[src/rtl/fetch_pkg.sv]
// Shared types and constants for the dual-issue fetch stage.
package fetch_pkg;
  localparam logic [31:0] NOP_INSTR = 32'h0000_0013;

  localparam logic [6:0] OP_R     = 7'b0110011;
  localparam logic [6:0] OP_I     = 7'b0010011;
  localparam logic [6:0] OP_LOAD  = 7'b0000011;
  localparam logic [6:0] OP_STORE = 7'b0100011;

  typedef enum logic [1:0] {FETCH, DRAIN, DONE} fetch_state_e;

  typedef struct packed {
    logic [31:0] pc;
    logic [31:0] instr;
  } fetch_entry_t;
endpackage

[src/rtl/fetch_queue.sv]
// {pc, instr} FIFO: one push and up to two pops per cycle; exposes head and head+1.
module fetch_queue import fetch_pkg::*; #(
  parameter int QDEPTH = 4,
  localparam int PW = $clog2(QDEPTH),
  localparam int CW = PW + 1
) (
  input  logic         clk,
  input  logic         rst,
  input  logic         flush,
  input  logic         push,
  input  fetch_entry_t push_entry,
  input  logic [1:0]   pop_n,
  output logic [CW-1:0] count,
  output fetch_entry_t head,
  output logic [31:0]  head_nxt_instr
);
  fetch_entry_t store [QDEPTH];
  logic [PW-1:0] wr_ptr, rd_ptr;

  always_ff @(posedge clk) begin
    if (rst || flush) begin
      wr_ptr <= '0;
      rd_ptr <= '0;
      count  <= '0;
    end else begin
      if (push) wr_ptr <= wr_ptr + PW'(1);
      rd_ptr <= rd_ptr + PW'(pop_n);
      count  <= count + CW'(push) - CW'(pop_n);
    end
  end

  // Storage needs no reset; count gates every read.
  always_ff @(posedge clk) begin
    if (push) store[wr_ptr] <= push_entry;
  end

  assign head           = store[rd_ptr];
  assign head_nxt_instr = store[rd_ptr + PW'(1)].instr;
endmodule

[src/rtl/fetch_dual.sv]
// Dual-issue fetch: sync-read imem into a small queue, issue pairs to decode.
// FETCH_NOP_PAD_EN: pad an odd final instruction with ADDI x0,x0,0 instead of 0.
module fetch_dual import fetch_pkg::*; #(
  parameter logic [31:0] RESET_PC = 32'h0000_0000,
  parameter int          QDEPTH   = 4,
  parameter logic [31:0] END_WORD = 32'h0000_0000
) (
  input  logic        clk,
  input  logic        rst,
  input  logic        stall_i,
  input  logic        redirect_i,
  input  logic [31:0] redirect_pc_i,
  output logic        imem_rd_o,
  output logic [31:0] imem_addr_o,
  input  logic [31:0] imem_data_i,
  output logic [31:0] instr_1,
  output logic [31:0] instr_2,
  output logic [31:0] pc_1_o,
  output logic        en_flag_o,
  output logic        done_o
);
  localparam int CW = $clog2(QDEPTH) + 1;
`ifdef FETCH_NOP_PAD_EN
  localparam logic [31:0] PAD_INSTR = NOP_INSTR;
`else
  localparam logic [31:0] PAD_INSTR = 32'h0000_0000;
`endif

  fetch_state_e state, state_nxt;
  logic [31:0]  pc, inflight_pc, head_nxt_instr;
  logic         inflight, ret_end, push, issue1, issue2, last_left;
  logic [CW-1:0] count;
  logic [CW:0]  occ;
  logic [1:0]   pop_n;
  fetch_entry_t head, push_entry;

  // Occupancy counts the read in flight so its return always has a slot.
  assign occ         = {1'b0, count} + {{CW{1'b0}}, inflight};
  assign imem_rd_o   = (state == FETCH) && !rst && !redirect_i && (occ < (CW+1)'(QDEPTH));
  assign imem_addr_o = imem_rd_o ? pc : 32'h0;

  assign ret_end    = inflight && (imem_data_i == END_WORD);
  assign push       = inflight && (state == FETCH) && !ret_end && !redirect_i;
  assign push_entry = '{pc: inflight_pc, instr: imem_data_i};

  assign issue2    = !stall_i && (count >= CW'(2));
  assign issue1    = !stall_i && (state == DRAIN) && (count == CW'(1));
  assign pop_n     = issue2 ? 2'd2 : (issue1 ? 2'd1 : 2'd0);
  assign last_left = !en_flag_o || !stall_i;
  assign done_o    = (state == DONE);

  fetch_queue #(.QDEPTH(QDEPTH)) u_queue (
    .clk(clk), .rst(rst), .flush(redirect_i), .push(push), .push_entry(push_entry),
    .pop_n(pop_n), .count(count), .head(head), .head_nxt_instr(head_nxt_instr)
  );

  always_comb begin
    state_nxt = state;
    case (state)
      FETCH:   if (ret_end) state_nxt = DRAIN;
      DRAIN:   if (count == '0 && !inflight && last_left) state_nxt = DONE;
      default: state_nxt = state;
    endcase
  end

  always_ff @(posedge clk) begin
    if (rst || redirect_i) state <= FETCH;
    else                   state <= state_nxt;
  end

  always_ff @(posedge clk) begin
    if (rst) begin
      pc       <= RESET_PC;
      inflight <= 1'b0;
    end else if (redirect_i) begin
      pc       <= redirect_pc_i & ~32'h3;
      inflight <= 1'b0;
    end else begin
      inflight <= imem_rd_o;
      if (imem_rd_o) pc <= pc + 32'd4;
    end
    inflight_pc <= pc;
  end

  always_ff @(posedge clk) begin
    if (rst || redirect_i) begin
      instr_1 <= '0; instr_2 <= '0; pc_1_o <= '0; en_flag_o <= 1'b0;
    end else if (!stall_i) begin
      if (issue2) begin
        instr_1 <= head.instr; instr_2 <= head_nxt_instr; pc_1_o <= head.pc; en_flag_o <= 1'b1;
      end else if (issue1) begin
        instr_1 <= head.instr; instr_2 <= PAD_INSTR; pc_1_o <= head.pc; en_flag_o <= 1'b1;
      end else begin
        instr_1 <= '0; instr_2 <= '0; pc_1_o <= '0; en_flag_o <= 1'b0;
      end
    end
  end
endmodule

[config.mk]
export PLATFORM = sky130hd
export DESIGN_NAME = fetch_dual
export DESIGN_NICKNAME = d
export VERILOG_FILES = /design/src/rtl/fetch_pkg.sv /design/src/rtl/fetch_queue.sv /design/src/rtl/fetch_dual.sv
export SDC_FILE = /design/constraint.sdc
export NUM_CORES = 1
export LEC_CHECK = 0
export CAP_MARGIN = 20
export CORE_AREA = 2 2 173 175
export CTS_BUF_LIST = sky130_fd_sc_hd__clkbuf_2 sky130_fd_sc_hd__clkbuf_4 sky130_fd_sc_hd__clkbuf_8
export CTS_CLUSTER_SIZE = 24
export DETAILED_ROUTE_END_ITERATION = 8
export DIE_AREA = 0 0 175 177
export GPL_ROUTABILITY_DRIVEN = 0
export GPL_TIMING_DRIVEN = 1
export HOLD_SLACK_MARGIN = 0.08
export PLACE_DENSITY_LB_ADDON = 0.1
export RECOVER_POWER = 25
export SLEW_MARGIN = 0
export SYNTH_ARGS = -nofsm -noshare
export SYNTH_HDL_FRONTEND = slang
export SYNTH_HIERARCHICAL = 1
export SYNTH_SLANG_ARGS = --single-unit
[constraint.sdc]
create_clock -name clk -period 5.9 [get_ports clk]
set_clock_uncertainty 0.1 [all_clocks]
set_input_delay 1.18 -clock clk [delete_from_list [all_inputs] [get_ports clk]]
set_output_delay 1.18 -clock clk [all_outputs]
set_load 0.005 [all_outputs]
==> impl_metrics.csv, run 1 <==
group,metric,value,unit
power_and_ir_drop,power,0.00590,W
die,die_w,175,um
routing,route.final.wire_length,36400,um
grt,grt_max_degree,73,
cts,worst_skew_pair.late_latency,0.58,ns
final_layout,layout_commonest_cell,"edfxtp_1",
power_and_ir_drop,switching_share,20.6,%
timing,min_period,4.53,ns
power_and_ir_drop,p_comb_share,3.2,%
worst_hold_path,holdPathEnd,"inflight_pc[12]",
cts,htree_levels,3,
grt,grt.total_usage,23.6,%
synthesis,async_flop_share,0,%
synthesis,ys.flop_type,"edfxtp_1",
power_and_ir_drop,power.switching,0.00121,W
synthesis,synth_edf_count,256,
setup_path,r2r_slack,3.05,ns
grt,grt-ovfl-total,0,
setup_path,critPathArrivalTime,3.25,ns
timing,slew_headroom,26.5,%
setup_path,start_kind,"primary input",
setup_path,worstReg2RegEnd,"pc[22]",
routing,routed.top_layer,"met4",
routing,dr.pass1.iters,5,
die,dieArea,0.0310,mm2
routing,wl_met2,17500,um
routing,wl_per_cell,21.3,um
timing,hold_viol_final,0,
cts,cts_tree,"yes",
worst_hold_path,hp-class,"flip-flop to flip-flop",
power_and_ir_drop,seqPwrFrac,54.6,%
synthesis,synth_seq_area_share,66.3,%
timing,setup_viol,0,
job,drv_cap,0,
die,ioPinCount,199,
cts,cts_root_buf,"clkbuf_8",
timing,worst_pin_slew,1.10,ns
placement,io_buffers,194,
timing,period_share,76.8,%
grt,antenna_found_initial,1,
setup_path,critPathKind,"primary input to output pin",
worst_hold_path,min_from,"pc[12]",
synthesis,syn_avg_cell_area,15.8,um2
cts,cts-resized-gates,0,
cts,clockBufferDepth,3,
synthesis,synth_warnings,6,
cts,ctsHoldBuffers,0,
cts,cts-buffers-inserted,69,
die,core_area,0.0292,mm2
die,start_util,56.9,%
worst_hold_path,holdPathStages,0,
placement,detailed_place_hpwl,21400,um
power_and_ir_drop,powerDensity,292,mW/mm2
routing,vias,10100,
synthesis,synthesis.area,0.0166,mm2
placement,place_inst,1590,
setup_path,crit_fanout,33,
setup_path,required,4.62,ns
power_and_ir_drop,ir_worst_vdd,0.000238,V
routing,dr.first_iter.drc_count,749,
final_layout,drive_gt1_share,13.3,%
synthesis,yosys_register_bits,423,
final_layout,nets,1349,
timing,report.final.slew_viol_count,0,
timing,fin_setup_tns,0,ns
setup_path,reg2reg_depth,6,
grt,grt_pass1_vias,9948,
routing,ant_nets,0,
final_layout,stdcell_count,1711,
die,die_height,177,um
routing,wl_met1,15900,um
cts,clkTransAtPathRegs,0.06,ns
synthesis,synth.distinct_cells,55,
routing,remaining_drc_errors,0,
power_and_ir_drop,p_leak,6.63,nW
synthesis,synth_top_cell_by_area,"edfxtp_1",
synthesis,synthTopCellsByArea,"edfxtp_1, dfxtp_1, mux4_1",
setup_path,cp-end-kind,"output pin",
synthesis,netlist.area_leader.share,46.2,%
grt,grt_pass1_wl,55900,um
routing,wl_met3,2090,um
cts,cts.sinks,423,
synthesis,syn_inst,1054,
outcome,status,"finished, final reports clean",
power_and_ir_drop,internal-power,0.00468,W
timing,rsz0062_at_grt,"false",
setup_path,r2r-start,"pc[3]",
final_layout,synthToLayoutAreaGrowth,21.4,%
cts,cts_setup_buffers,0,
die,rows,63,
power_and_ir_drop,clockPowerShare,42.3,%
final_layout,final_cell_mix,"edfxtp_1, clkdlybuf4s50_1, dfxtp_1",
routing,via_per_inst,5.90,
timing,fmax,221,MHz
kinds of logic (layout without fill, tap and decap cells):
group                    after synthesis  after routing  synth area share (%)
buffers and inverters                 87            344                  2.81
multiplexers                          98             98                  14.6
adder cells (fa/ha/maj)               10             10                 0.797
AO/OA/AOI/OAI                        150            150                  6.52
flip-flops                           423            423                  66.3
XOR/XNOR                              18             18                  1.12
other                                  1             11                0.0225
AND/OR/NAND/NOR                      267            267                  7.81
synthesized netlist by cell type (7+ instances only):
cell        n
a211oi_1    8
a21oi_1    14
a22oi_1    97
a31oi_1     7
and2_1     37
buf_4       8
buf_6      12
clkbuf_1   42
dfxtp_1   167
edfxtp_1  256
ha_1        9
inv_1      17
mux4_1     65
mux4_2     31
nand2_1    34
nand3_1    11
nand4_1    20
nor2_1    123
nor3_1      9
nor4_1     10
xnor2_1     7
xor2_1      9
worst max path at each step:
stage,end,start,slack [ns]
final,imem_addr_o[6],rst,1.37
after global routing,imem_addr_o[6],rst,1.28
after CTS,imem_addr_o[6],rst,1.37
after detailed placement,imem_addr_o[6],rst,1.39
after global placement,imem_addr_o[6],rst,1.42
after floorplan,u_queue/store[0][0],redirect_i,1.37
per-layer routing:
metal  vias up  global-route usage, %
met5         -                      0
met4         0                   8.61
met3        67                   4.70
met2       333                   37.9
met1      5096                   32.5
li1       4591                      -
power by group through the flow:
stage                     Clock (W)  Combinational (W)  Sequential, W
after floorplan                   0          0.0000895        0.00326
final                       0.00249           0.000187        0.00322
after CTS                   0.00254           0.000190        0.00322
after detailed placement          0           0.000189        0.00328
after global placement            0           0.000186        0.00328
after global routing        0.00267           0.000203        0.00322
stage by stage:
step	utilization [%]	instance area [um2]	hold slack, ns	setup WS, ns
after global routing	69.0	20200	0.308	1.28
after global placement	64.3	18800	0.286	1.42
after CTS	69.0	20200	0.297	1.37
after floorplan	-	16700	0.258	1.37
final	69.0	20200	0.294	1.37
after detailed placement	64.3	18800	0.287	1.39
registers in the layout, summed over array words and instances, names as in the netlist, 2 cells and up:
signal          flops
u_queue/store     256
pc_1_o             32
inflight_pc        30
u_queue/count       3
u_queue/rd_ptr      2
state               2
instr_2            32
pc                 30
instr_1            32
u_queue/wr_ptr      2
worst max-delay path, cell delays in order:
cell and delay (ns):
clkdlybuf4s50_1 0.45, nor2_1 0.14, nand3_1 0.09, buf_4 0.22, inv_1 0.08, buf_4 0.32, nand2_1 0.18, inv_1 0.09
clkdlybuf4s50_1 0.49
area by class of cell:
type,instances,area (um2)
diodes,1,2.50
clock buffers,103,1270
clock inverters,17,104
fillers,1977,9050
inverters,17,63.8
multi-input cells,553,5180
flip-flops and latches,423,11000
well taps,390,488
repair buffers,207,2040
Power figures use the tool's default switching activity.
==> run 2: changes to the inputs <==
Clock period 5.9 ns to 4.45 ns, I/O delays scaled along.
==> impl_metrics.csv, run 2 (synthesis gave the netlist of run 1 again) <==
group,metric,value,unit
cts,cts_tree,"yes",
grt,grt_pass1_vias,10000,
routing,via_per_inst,5.91,
routing,dr.first_iter.drc_count,727,
final_layout,final_cell_mix,"edfxtp_1, clkdlybuf4s50_1, dfxtp_1",
routing,routed.top_layer,"met4",
routing,remaining_drc_errors,0,
final_layout,fillCellCount,1987,
die,ioPinCount,199,
placement,placed_area,0.0188,mm2
die,dieArea,0.0310,mm2
power_and_ir_drop,power.switching,0.00166,W
timing,fmax,261,MHz
power_and_ir_drop,ir_worst_vdd,0.000251,V
final_layout,regMostFlops,"u_queue/store",
routing,wl_met1,15800,um
final_layout,drive_gt1_share,14.1,%
timing,min_period,3.84,ns
power_and_ir_drop,internal-power,0.00627,W
grt,grt-ovfl-total,0,
timing,report.final.slew_viol_count,0,
power_and_ir_drop,power,0.00792,W
timing,fin_setup_tns,0,ns
cts,cts-resized-gates,0,
grt,antenna_found_initial,1,
cts,clockBufferDepth,3,
cts,htree_levels,3,
setup_path,critPathArrivalTime,2.85,ns
setup_path,path_cells,"clkdlybuf4s50_1 -> nor2_1 -> nand3_1 -> inv_1 -> buf_4 -> nand2_1 -> inv_1 -> clkdlybuf4s50_1",
placement,detailed_place_hpwl,21900,um
timing,period_share,86.2,%
timing,setup_viol,0,
final_layout,largest_reg_flops,256,
final_layout,finalInstanceArea,0.0203,mm2
setup_path,required,3.46,ns
final_layout,nets,1352,
die,die_w,175,um
routing,wl_met3,2220,um
power_and_ir_drop,p_comb_share,3.2,%
routing,dr.pass1.iters,6,
setup_path,slowest_delay,0.51,ns
timing,hold_viol_final,0,
cts,ctsHoldBuffers,0,
routing,wl_per_cell,21.4,um
power_and_ir_drop,clockPowerShare,43.0,%
setup_path,slowest_stage,"clkdlybuf4s50_1",
setup_path,cp-end-kind,"output pin",
grt,grt_pass1_wl,56900,um
worst_hold_path,hp-class,"flip-flop to flip-flop",
cts,cts-buffers-inserted,68,
setup_path,critPathKind,"primary input to output pin",
setup_path,start_kind,"primary input",
die,start_util,56.9,%
outcome,status,"finished, final reports clean",
timing,slew_headroom,27.8,%
timing,worst_pin_slew,1.08,ns
power_and_ir_drop,seqPwrFrac,53.8,%
routing,vias,10200,
cts,clkTransAtPathRegs,0.06,ns
job,drv_cap,0,
cts,cts.sinks,423,
placement,io_buffers,194,
cts,cts_setup_buffers,0,
final_layout,synthToLayoutAreaGrowth,22.1,%
power_and_ir_drop,powerDensity,390,mW/mm2
routing,wl_met2,18100,um
routing,ant_nets,0,
power_and_ir_drop,switching_share,20.9,%
die,core_area,0.0292,mm2
routing,route.final.wire_length,36700,um
grt,grt.total_usage,24.1,%
die,die_height,177,um
final_layout,layout_commonest_cell,"edfxtp_1",
cts,worst_skew_pair.late_latency,0.58,ns
power_and_ir_drop,p_leak,6.70,nW
grt,grt_max_degree,74,
cts,cts_root_buf,"clkbuf_8",
timing,rsz0062_at_grt,"false",
die,rows,63,
setup_path,crit_fanout,33,
==> run 2: worst paths after layout <==
path / startpoint / slack, ns / depth (start not counted) / endpoint
setup / recovery: rst / 0.61 / 8 / imem_addr_o[6]
hold reg to reg: pc[12] / 0.29 / 0 / inflight_pc[12]
hold / removal: pc[12] / 0.29 / 0 / inflight_pc[12]
setup reg to reg: pc[3] / 1.68 / 6 / pc[22]
==> run 2: worst max-delay path, delay by kind of cell <==
| kind | cells | cell delay [ns] |
|---|---|---|
| buffers and inverters | 5 | 1.47 |
| and+or+nand+nor | 3 | 0.47 |
==> run 2: stage by stage <==
step | worst slack [ns] | std cells | util (%) | hold slack, ns
final | 0.614 | 1720 | 69.4 | 0.292
after global routing | 0.477 | 1720 | 69.4 | 0.293
after CTS | 0.594 | 1718 | 69.3 | 0.287
after detailed placement | 0.596 | 1593 | 64.4 | 0.278
after global placement | 0.618 | 1593 | 64.4 | 0.277
after floorplan | 0.209 | 1063 | - | 0.258
==> run 2: cell type report <==
type / count / area [um2] / share of cell area (%)
repair buffers: 211 / 2100 / 10.3
multi-input cells: 553 / 5180 / 25.5
well taps: 390 / 488 / 2.40
flip-flops and latches: 423 / 11000 / 54.4
inverters: 17 / 63.8 / 0.314
diodes: 1 / 2.50 / 0.0123
clock buffers: 107 / 1310 / 6.45
clock inverters: 18 / 123 / 0.604
==> run 2: per-layer routing <==
metal	global-route usage, %	vias to the layer above
met3	4.81	63
li1	-	4602
met2	39.5	360
met4	7.57	0
met1	32.8	5145
met5	0	-
==> run 2: power by group through the flow <==
stage / logic, W / registers (W) / clock network (W)
final: 0.000250 / 0.00427 / 0.00341
after global routing: 0.000272 / 0.00427 / 0.00368
after CTS: 0.000254 / 0.00426 / 0.00348
after detailed placement: 0.000253 / 0.00435 / 0
after global placement: 0.000251 / 0.00434 / 0
after floorplan: 0.000119 / 0.00433 / 0
==> run 3: changes to the inputs <==
Settings changed: TNS_END_PERCENT set to 100.
==> results of run 3 <==
The final DEF is identical to that of run 2; final timing and power are the same.
